--- src/rtl/alu_mc.sv ---
// Handshaked execute unit: single-cycle fast ops plus an iterative radix-2
// unsigned multiplier (MUL/MULHU) behind a registered, backpressured result.
module alu_mc #(
  parameter int DATA_WIDTH = 32
) (
  input  logic                  clk,
  input  logic                  rst,
  input  logic                  flush,
  input  logic                  in_valid,
  output logic                  in_ready,
  input  logic [DATA_WIDTH-1:0] src1,
  input  logic [DATA_WIDTH-1:0] src2,
  input  logic [3:0]            alu_op,
  output logic                  out_valid,
  input  logic                  out_ready,
  output logic [DATA_WIDTH-1:0] result,
  output logic                  zero,
  output logic                  illegal
);
  localparam int W       = DATA_WIDTH;
  localparam int SHAMT_W = $clog2(W);

  typedef enum logic [1:0] {S_IDLE, S_MUL, S_WAIT} state_t;

  state_t               r_state, w_state_nxt;
  logic [2*W-1:0]       r_acc;
  logic [W-1:0]         r_mcand, r_mplier;
  logic                 r_hi_sel;
  logic [SHAMT_W-1:0]   r_count;
  logic                 r_out_valid, r_zero, r_illegal;
  logic [W-1:0]         r_result;

  logic                 w_drain, w_accept, w_is_mul, w_last;
  logic [SHAMT_W-1:0]   w_shamt;
  logic [W:0]           w_sum;
  logic [2*W-1:0]       w_acc_nxt, w_prod;
  logic [W-1:0]         w_mul_res, w_fast, w_load_res;
  logic                 w_fast_ill, w_load, w_load_ill;

  assign w_drain  = ~r_out_valid | out_ready;
  assign in_ready = (r_state == S_IDLE) & w_drain & ~flush;
  assign w_accept = in_valid & in_ready;
  assign w_is_mul = (alu_op[3:1] == 3'b110);
  assign w_last   = (r_count == SHAMT_W'(W-1));
  assign w_shamt  = src2[SHAMT_W-1:0];

  // Add into the upper half with carry, then shift the whole accumulator right.
  assign w_sum     = {1'b0, r_acc[2*W-1:W]} + {1'b0, r_mcand};
  assign w_acc_nxt = r_mplier[0] ? {w_sum, r_acc[W-1:1]} : {1'b0, r_acc[2*W-1:1]};
  assign w_prod    = (r_state == S_MUL) ? w_acc_nxt : r_acc;
  assign w_mul_res = r_hi_sel ? w_prod[2*W-1:W] : w_prod[W-1:0];

  always_comb begin
    w_fast     = '0;
    w_fast_ill = 1'b0;
    case (alu_op)
      4'h0: w_fast = src1 + src2;
      4'h1: w_fast = src1 - src2;
      4'h2: w_fast = src1 & src2;
      4'h3: w_fast = src1 | src2;
      4'h4: w_fast = src1 ^ src2;
      4'h5: w_fast = src1 << w_shamt;
      4'h6: w_fast = src1 >> w_shamt;
      4'h7: w_fast = $unsigned($signed(src1) >>> w_shamt);
      4'h8: w_fast = {{(W-1){1'b0}}, ($signed(src1) < $signed(src2))};
      4'h9: w_fast = {{(W-1){1'b0}}, (src1 < src2)};
      4'hA: w_fast = src1;
      4'hB: w_fast = src2;
      4'hE, 4'hF: w_fast_ill = 1'b1;
      default: w_fast = '0;
    endcase
  end

  always_ff @(posedge clk or posedge rst) begin
    if (rst) r_state <= S_IDLE;
    else     r_state <= w_state_nxt;
  end

  always_comb begin
    w_state_nxt = r_state;
    case (r_state)
      S_IDLE: if (w_accept && w_is_mul) w_state_nxt = S_MUL;
      S_MUL:  if (w_last) w_state_nxt = w_drain ? S_IDLE : S_WAIT;
      S_WAIT: if (w_drain) w_state_nxt = S_IDLE;
      default: w_state_nxt = S_IDLE;
    endcase
    if (flush) w_state_nxt = S_IDLE;
  end

  always_comb begin
    w_load     = 1'b0;
    w_load_res = w_mul_res;
    w_load_ill = 1'b0;
    case (r_state)
      S_IDLE: begin
        w_load     = w_accept & ~w_is_mul;
        w_load_res = w_fast;
        w_load_ill = w_fast_ill;
      end
      S_MUL:  w_load = w_last & w_drain;
      S_WAIT: w_load = w_drain;
      default: w_load = 1'b0;
    endcase
    if (flush) w_load = 1'b0;
  end

  always_ff @(posedge clk or posedge rst) begin
    if (rst) begin
      r_acc       <= '0;
      r_mcand     <= '0;
      r_mplier    <= '0;
      r_hi_sel    <= 1'b0;
      r_count     <= '0;
      r_out_valid <= 1'b0;
      r_result    <= '0;
      r_zero      <= 1'b0;
      r_illegal   <= 1'b0;
    end else if (flush) begin
      r_out_valid <= 1'b0;
      r_count     <= '0;
    end else begin
      if (w_load) begin
        r_out_valid <= 1'b1;
        r_result    <= w_load_res;
        r_zero      <= (w_load_res == '0);
        r_illegal   <= w_load_ill;
      end else if (r_out_valid && out_ready) begin
        r_out_valid <= 1'b0;
      end
      if (r_state == S_IDLE && w_accept && w_is_mul) begin
        r_acc    <= '0;
        r_mcand  <= src1;
        r_mplier <= src2;
        r_hi_sel <= alu_op[0];
        r_count  <= '0;
      end else if (r_state == S_MUL) begin
        r_acc    <= w_acc_nxt;
        r_mplier <= r_mplier >> 1;
        r_count  <= r_count + 1'b1;
      end
    end
  end

  assign out_valid = r_out_valid;
  assign result    = r_result;
  assign zero      = r_zero;
  assign illegal   = r_illegal;
endmodule

--- config.mk ---
export PLATFORM = sky130hd
export DESIGN_NAME = alu_mc
export DESIGN_NICKNAME = d
export VERILOG_FILES = /design/src/rtl/alu_mc.sv
export SDC_FILE = /design/constraint.sdc
export NUM_CORES = 1
export LEC_CHECK = 0
export ABC_AREA = 0
export CAP_MARGIN = 0
export CORE_UTILIZATION = 45
export CTS_CLUSTER_SIZE = 30
export DETAILED_ROUTE_END_ITERATION = 7
export DONT_BUFFER_PORTS = 1
export PLACE_DENSITY = 0.67
export SLEW_MARGIN = 20
export SYNTH_ARGS = -nofsm -noshare
export SYNTH_HDL_FRONTEND = slang
export SYNTH_SLANG_ARGS = --single-unit
--- constraint.sdc ---
create_clock -name clk -period 10.9 [get_ports clk]
set_input_delay 1.635 -clock clk [delete_from_list [all_inputs] [get_ports clk]]
set_output_delay 1.635 -clock clk [all_outputs]
set_load 0.02 [all_outputs]
==> results.md, run 1 <==
* Status: finished clean
* Post-CTS Setup Bufs at 0
* # DRC at 0
* Critical path endpoint: zero
* Post-layout util at 47.7%
* Shortest period the worst path allows at 5.81 ns
* Mapped cell area at 20800 um2
* Die Ht at 217 um
* Max incr delay on CP at 0.78 ns
* Largest delay share family, worst path: compound AO/OA/AOI/OAI gates
* Hold_buf cts at 0
* Fill cell count at 4632
* Switching power at 1.27 mW
* Synth async-reset ratio at 100%
* Clock buffer depth at 2
* Final ANT Viol Nets at 0
* Die area at 47000 um2
* R2r setup slk at 6.12 ns
* Reg2reg path depth at 14
* Post-synth EDFFs at 0
* Setup_tns at 0 ns
* Main synth FF type: dfrtp_1
* Via/cell ratio at 7.14
* Layout cells sized above 1 at 8.91%
* PD cells at 132 nW/um2
* Finish-stage setup viols at 0
* Seq/Total Area, Yosys at 20.6%
* Startpoint Class: input port
* Total wire length at 95100 um
* Leak Pwr at 8.91 nW
* CP endpoint kind: flip-flop
* Flop pwr share at 32.4%
* Crit. Startpoint: src2[2]
* Antenna violations before repair at 1
* Initial Util at 45.6%
* CTS Buf Count at 17
* Routability congestion estimate at 1.07
* Grt total ovfl at 0
* Post-DP HPWL at 72300 um
* Site Rows at 78
* Rel. slew slack at 22.9%
* Max-Cap Viols at 0
* Largest net degree at the start of global routing at 98
* Fmax at 0.172 GHz
* Critical path class: in -> reg
* Worst-Margin Slew at 1.15 ns
* Initial DRT Pass Iterations at 6
* Resize count post-CTS at 0
* I/O pin cnt at 109
* Clk pwr share at 24.1%
* Area Growth Syn to Fin at 4.39%
* Post-Route Skew at 0.0135 ns
* Via Count at 22462
* Nets at 2749
* VDD IR-drop max at 130 uV
* Crit path DAT at 6.23 ns
* Logic pwr share at 43.5%
* N_diodes at 0
* Worst-path maximum fanout at 66
* PortBufs at 0
* Placed cell areas at 21000 um2
* Cell count after synthesis at 2687
* Cell internal pwr at 1.60 mW
* CORE AREA at 45500 um2
* Crit path depth at 14
* Hold crit path type: reg -> reg
* Clk sinks at 171
* Ys Warns at 0
* Drt wl/cell at 30.2 um
* CTS root buf: clkbuf_16
* Vias in the first global route at 20774
* Crit-path slowest cell: a2111oi_0
* Most frequent cells in the layout: nand2_1 (304), nor2_1 (247), o21ai_0 (199), a21oi_1 (182), dfrtp_1 (169)
* Max Slew Vio Count at 0
* Unrepaired setup endpoints after global routing: false
* Worst r2r src: r_state[1]
* Fin area at 21700 um2
* Switching Share at 44.3%
* Final hold viol count at 0
* Total track usage at 40.0%
* Synthesized flop and latch total at 171
* Clock-pin slew on the worst setup and hold paths at 0.08 ns
* Worst-skew pair later-pin latency at 0.49 ns
* H-tree depth at 4
* First-pass GRT wire length at 140000 um
* CP bufs+invs at 1
* Syn nets at 2901
* Commonest non-fill, non-tap cell in the layout: nand2_1
* Worst-path cell chain: inv_2 > ha_1 > nor3_1 > o311ai_0 > a21oi_1 > nor3_1 > o21ai_0 > a2111oi_0 > o32ai_1 > nor4_1 > nand4b_1 > nor4_1 > nand2_1 > o21ai_2
* Chip width at 217 um
* CTS tree: yes
* Syn Area/Cell at 7.73 um2
* End of the worst register-to-register path: zero
* Initial DRC Count at 3069
* Period utilization at 53.3%
* WP data required at 11.32 ns
* Synth cell types at 89
[sequential cells by signal (all words and copies together) (netlist names)]
name	count
r_hi_sel	1
r_mcand	32
illegal	1
r_count	5
out_valid	1
r_mplier	32
zero	1
result	32
r_state	2
r_acc	64
[cell usage after synthesis (11+ instances only)]
| cell type | number | share of area, % |
|---|---|---|
| nand2_1 | 304 | 5.5 |
| nor2_1 | 249 | 4.5 |
| o21ai_0 | 199 | 4.8 |
| a21oi_1 | 184 | 4.4 |
| dfrtp_1 | 171 | 21 |
| clkbuf_1 | 158 | 2.9 |
| ha_1 | 138 | 8.3 |
| inv_1 | 131 | 2.4 |
| a31oi_1 | 67 | 2.0 |
| nor3_1 | 65 | 1.6 |
| mux4_2 | 61 | 6.6 |
| mux2i_1 | 53 | 2.6 |
| nand3_1 | 51 | 1.2 |
| a211oi_1 | 50 | 1.8 |
| mux2_2 | 47 | 2.5 |
| a22o_1 | 42 | 1.8 |
| o211ai_1 | 40 | 1.4 |
| o31ai_1 | 36 | 1.3 |
| o22ai_1 | 35 | 1.1 |
| nand4_1 | 34 | 1.0 |
| nor2b_1 | 32 | 0.96 |
| a21o_1 | 30 | 1.1 |
| xnor2_1 | 30 | 1.3 |
| a221oi_1 | 29 | 1.2 |
| nand2b_1 | 25 | 0.75 |
| buf_1 | 24 | 0.43 |
| buf_2 | 23 | 0.55 |
| nor4_1 | 22 | 0.66 |
| or3_1 | 22 | 0.66 |
| and2_1 | 19 | 0.57 |
| and3_1 | 18 | 0.54 |
| a221o_1 | 16 | 0.77 |
| o21a_1 | 16 | 0.58 |
| a22oi_1 | 13 | 0.47 |
| o21bai_1 | 13 | 0.47 |
| or2_2 | 13 | 0.39 |
| a211o_1 | 11 | 0.46 |
[through the flow]
step | setup slack [ns] | hold WS [ns] | instances | power [mW]
after global routing | 4.76 | 0.522 | 3148 | 3.01
final | 5.09 | 0.491 | 3148 | 2.87
after global placement | 4.87 | 0.468 | 3116 | 2.12
after CTS | 5.16 | 0.494 | 3148 | 2.84
after floorplan | 4.63 | 0.450 | 2687 | 1.80
after detailed placement | 4.64 | 0.475 | 3116 | 2.14
[worst min-delay path by stage]
stage            startpoint            to  slack, ns  depth (start not counted)
2_1_floorplan  r_mplier[31]  r_mplier[31]       0.45                          2
3_3_place_gp    r_mcand[23]   r_mcand[23]       0.47                          2
3_5_place_dp   r_mplier[31]  r_mplier[31]       0.47                          2
4_1_cts        r_mplier[31]  r_mplier[31]       0.49                          2
5_1_grt        r_mplier[31]  r_mplier[31]       0.52                          2
6_report        r_mcand[17]   r_mcand[17]       0.49                          2
[power by group through the flow]
stage	registers (mW)	logic, mW	clock network, mW
after global placement	0.931	1.19	0
final	0.930	1.25	0.690
after detailed placement	0.937	1.20	0
after floorplan	0.880	0.924	0
after global routing	0.941	1.35	0.721
after CTS	0.925	1.21	0.700
[metal layers]
metal,GRT usage [%],routed length (um),up-vias
met5,0,0,-
met4,21.3,5440,0
met3,8.08,9230,246
met2,60.1,41200,1428
met1,54.0,39200,11015
li1,-,-,9773
[worst register-to-register path, stage by stage (launching register included)]
cell,delay [ns]
dfrtp_1,0.34
buf_4,0.35
nand2b_1,0.64
buf_4,0.40
nor3_1,0.09
mux2i_1,0.14
nand3_1,0.11
o21ai_0,0.56
o221ai_1,0.47
a2111oi_2,0.48
nand4_1,0.22
or4_1,0.53
nor4_2,0.22
nand2_1,0.10
o21ai_2,0.07
[area by class of cell]
| type | instances | area, um2 | share of cell area [%] |
|---|---|---|---|
| Clock buffer | 18 | 439 | 2.03 |
| Clock inverter | 14 | 204 | 0.941 |
| Inverter | 135 | 514 | 2.37 |
| Multi-Input combinational cell | 2169 | 15200 | 70.0 |
| Sequential cell | 171 | 4280 | 19.8 |
| Tap cell | 600 | 751 | 3.46 |
| Timing Repair Buffer | 41 | 312 | 1.44 |
[kinds of logic after synthesis]
family / after synthesis / synth area share, %
flip-flops: 171 / 20.6
multiplexers: 166 / 12.3
AND/OR/NAND/NOR: 900 / 20.2
XOR/XNOR: 38 / 1.60
AO/OA/AOI/OAI: 924 / 30.0
buffers and inverters: 347 / 6.65
adder cells (fa/ha/maj): 141 / 8.61
Power figures use the tool's default switching activity.
==> run 2, diff against run 1 <==
--- a/config.mk
+++ b/config.mk
@@ -11,7 +11,7 @@
 export CTS_CLUSTER_SIZE = 30
 export DETAILED_ROUTE_END_ITERATION = 7
 export DONT_BUFFER_PORTS = 1
-export PLACE_DENSITY = 0.67
+export PLACE_DENSITY = 0.69
 export SLEW_MARGIN = 20
 export SYNTH_ARGS = -nofsm -noshare
 export SYNTH_HDL_FRONTEND = slang
==> constraint.sdc (replaced) <==
create_clock -name clk -period 4.9 [get_ports clk]
set_input_delay 0.735 -clock clk [delete_from_list [all_inputs] [get_ports clk]]
set_output_delay 0.735 -clock clk [all_outputs]
set_load 0.02 [all_outputs]
==> run 2 against run 1 <==
Net effect: sequential cell count did not move; sequential share of layout area fell by 0.41 points; clock-buffer cell count fell by 1; global-route usage rose by 1.5 points; highest routed layer unchanged.
==> results.md, run 2 (synthesis results as in run 1) <==
* Final ANT Viol Nets at 0
* Nets at 2816
* CTS root buf: clkbuf_16
* Max incr delay on CP at 0.63 ns
* Total wire length at 98400 um
* CP endpoint kind: flip-flop
* Routability congestion estimate at 1.02
* # DRC at 0
* PortBufs at 0
* Max Slew Vio Count at 0
* First-pass GRT wire length at 145000 um
* Total track usage at 41.5%
* Worst-Margin Slew at 1.02 ns
* Fmax at 0.210 GHz
* Die area at 47000 um2
* Antenna violations before repair at 1
* Post-Route Skew at 0.0177 ns
* Largest net degree at the start of global routing at 91
* Most frequent cells in the layout: nand2_1 (304), nor2_1 (247), o21ai_0 (199), a21oi_1 (182), dfrtp_1 (169)
* I/O pin cnt at 109
* Power Total at 6.40 mW
* Via Count at 22688
* Worst-path cell chain: buf_4 > ha_1 > a21o_1 > a21oi_1 > mux2i_1 > nand3_1 > o21ai_0 > o221ai_1 > a2111oi_2 > nand4_1 > or4_1 > nor4_2 > nand2_1 > o21ai_2
* Post-DP HPWL at 76300 um
* Period utilization at 97.3%
* Startpoint Class: flip-flop
* Via/cell ratio at 7.06
* Grt total ovfl at 0
* N_diodes at 0
* Setup_tns at 0 ns
* Drt wl/cell at 30.6 um
* Die Ht at 217 um
* Vias in the first global route at 21410
* Met3 wire length at 9550 um
* Chip width at 217 um
* Commonest non-fill, non-tap cell in the layout: nand2_1
* Worst hold margin at 0.107 ns
* Hold crit path type: in -> async
* Layout cells sized above 1 at 11.3%
* H-tree depth at 4
* CTS Buf Count at 17
* Clock buffer depth at 2
* Critical path class: reg -> reg
* Uppermost layer routed: met4
* Seq. cell area at 4280 um2
* Worst-path maximum fanout at 3
* Hold_buf cts at 0
* CORE AREA at 45500 um2
* WP data required at 5.30 ns
* Clk sinks at 171
* CTS tree: yes
* Clock-pin slew on the worst setup and hold paths at 0.07 ns
* Leak Pwr at 9.20 nW
* Crit-path slowest cell: o21ai_0
* Finish-stage setup viols at 0
* Status: finished clean
* Initial Util at 45.6%
* Area Growth Syn to Fin at 6.61%
* Final hold viol count at 0
* Worst r2r src: r_mcand[1]
* Met2 wire len at 43200 um
* Area of the multi-input gates at 15200 um2
* Max-Cap Viols at 0
* VDD IR-drop max at 276 uV
* Site Rows at 78
* Rel. slew slack at 32.1%
* Crit. Startpoint: r_mcand[1]
* Shortest period the worst path allows at 4.77 ns
* Worst-skew pair later-pin latency at 0.48 ns
* Largest register FFs at 64
* WL met1 at 39700 um
* Unrepaired setup endpoints after global routing: false
* PD cells at 289 nW/um2
* Largest delay share family, worst path: compound AO/OA/AOI/OAI gates
* Top reg by flops: r_acc
* CP bufs+invs at 1
* Crit path DAT at 5.16 ns
* Initial DRT Pass Iterations at 8
* Fill cell count at 4537
* Post-CTS Setup Bufs at 0
* Initial DRC Count at 2730
* Resize count post-CTS at 0
==> run 2: cell types whose count changed in the layout (fill, tap and decap cells not counted), moves of 2 or more <==
cell / delta
inv_8: -2
clkinv_8: -2
clkinv_2: +2
clkinvlp_4: +3
buf_4: +67
inv_6: +2
==> run 2: path summary, 6_finish.rpt <==
kind,to,slack [ns],cells past startpoint
min in group clk,out_valid,0.31,1
hold / removal,r_acc[24],0.11,1
max in group asynchronous,r_mplier[0],3.50,2
setup reg to reg,zero,0.13,14
hold reg to reg,r_mplier[31],0.49,2
setup / recovery,zero,0.13,14
==> run 2: final cells by class <==
cell class / instances / share of cell area (%)
well taps: 600 / 3.39
repair buffers: 108 / 3.72
clock inverters: 14 / 0.718
flip-flops and latches: 171 / 19.3
multi-input cells: 2169 / 68.6
clock buffers: 17 / 1.92
inverters: 135 / 2.31
==> run 2: per-stage QoR <==
step	std cells	utilization (%)	worst slack [ns]	area, um2
global placement	3183	47.4	-0.0246	21500
floorplan	2687	-	0.00406	20800
global route	3214	48.7	0.0867	22100
CTS	3214	48.7	0.308	22100
finish	3214	48.7	0.131	22100
detailed placement	3183	47.4	0.0386	21500
==> run 2: layer usage <==
metal	global-route usage [%]	vias up
met4	22.6	0
met2	63.4	1345
met1	54.7	11215
met3	8.86	227
li1	-	9901
met5	0	-
==> run 2: report_power, final <==
group	switching, mW	leakage, nW	internal, mW
combinational	1.81	6.74	1.06
sequential	0.374	2.18	1.70
clock	0.685	0.281	0.760
total	2.87	9.20	3.53
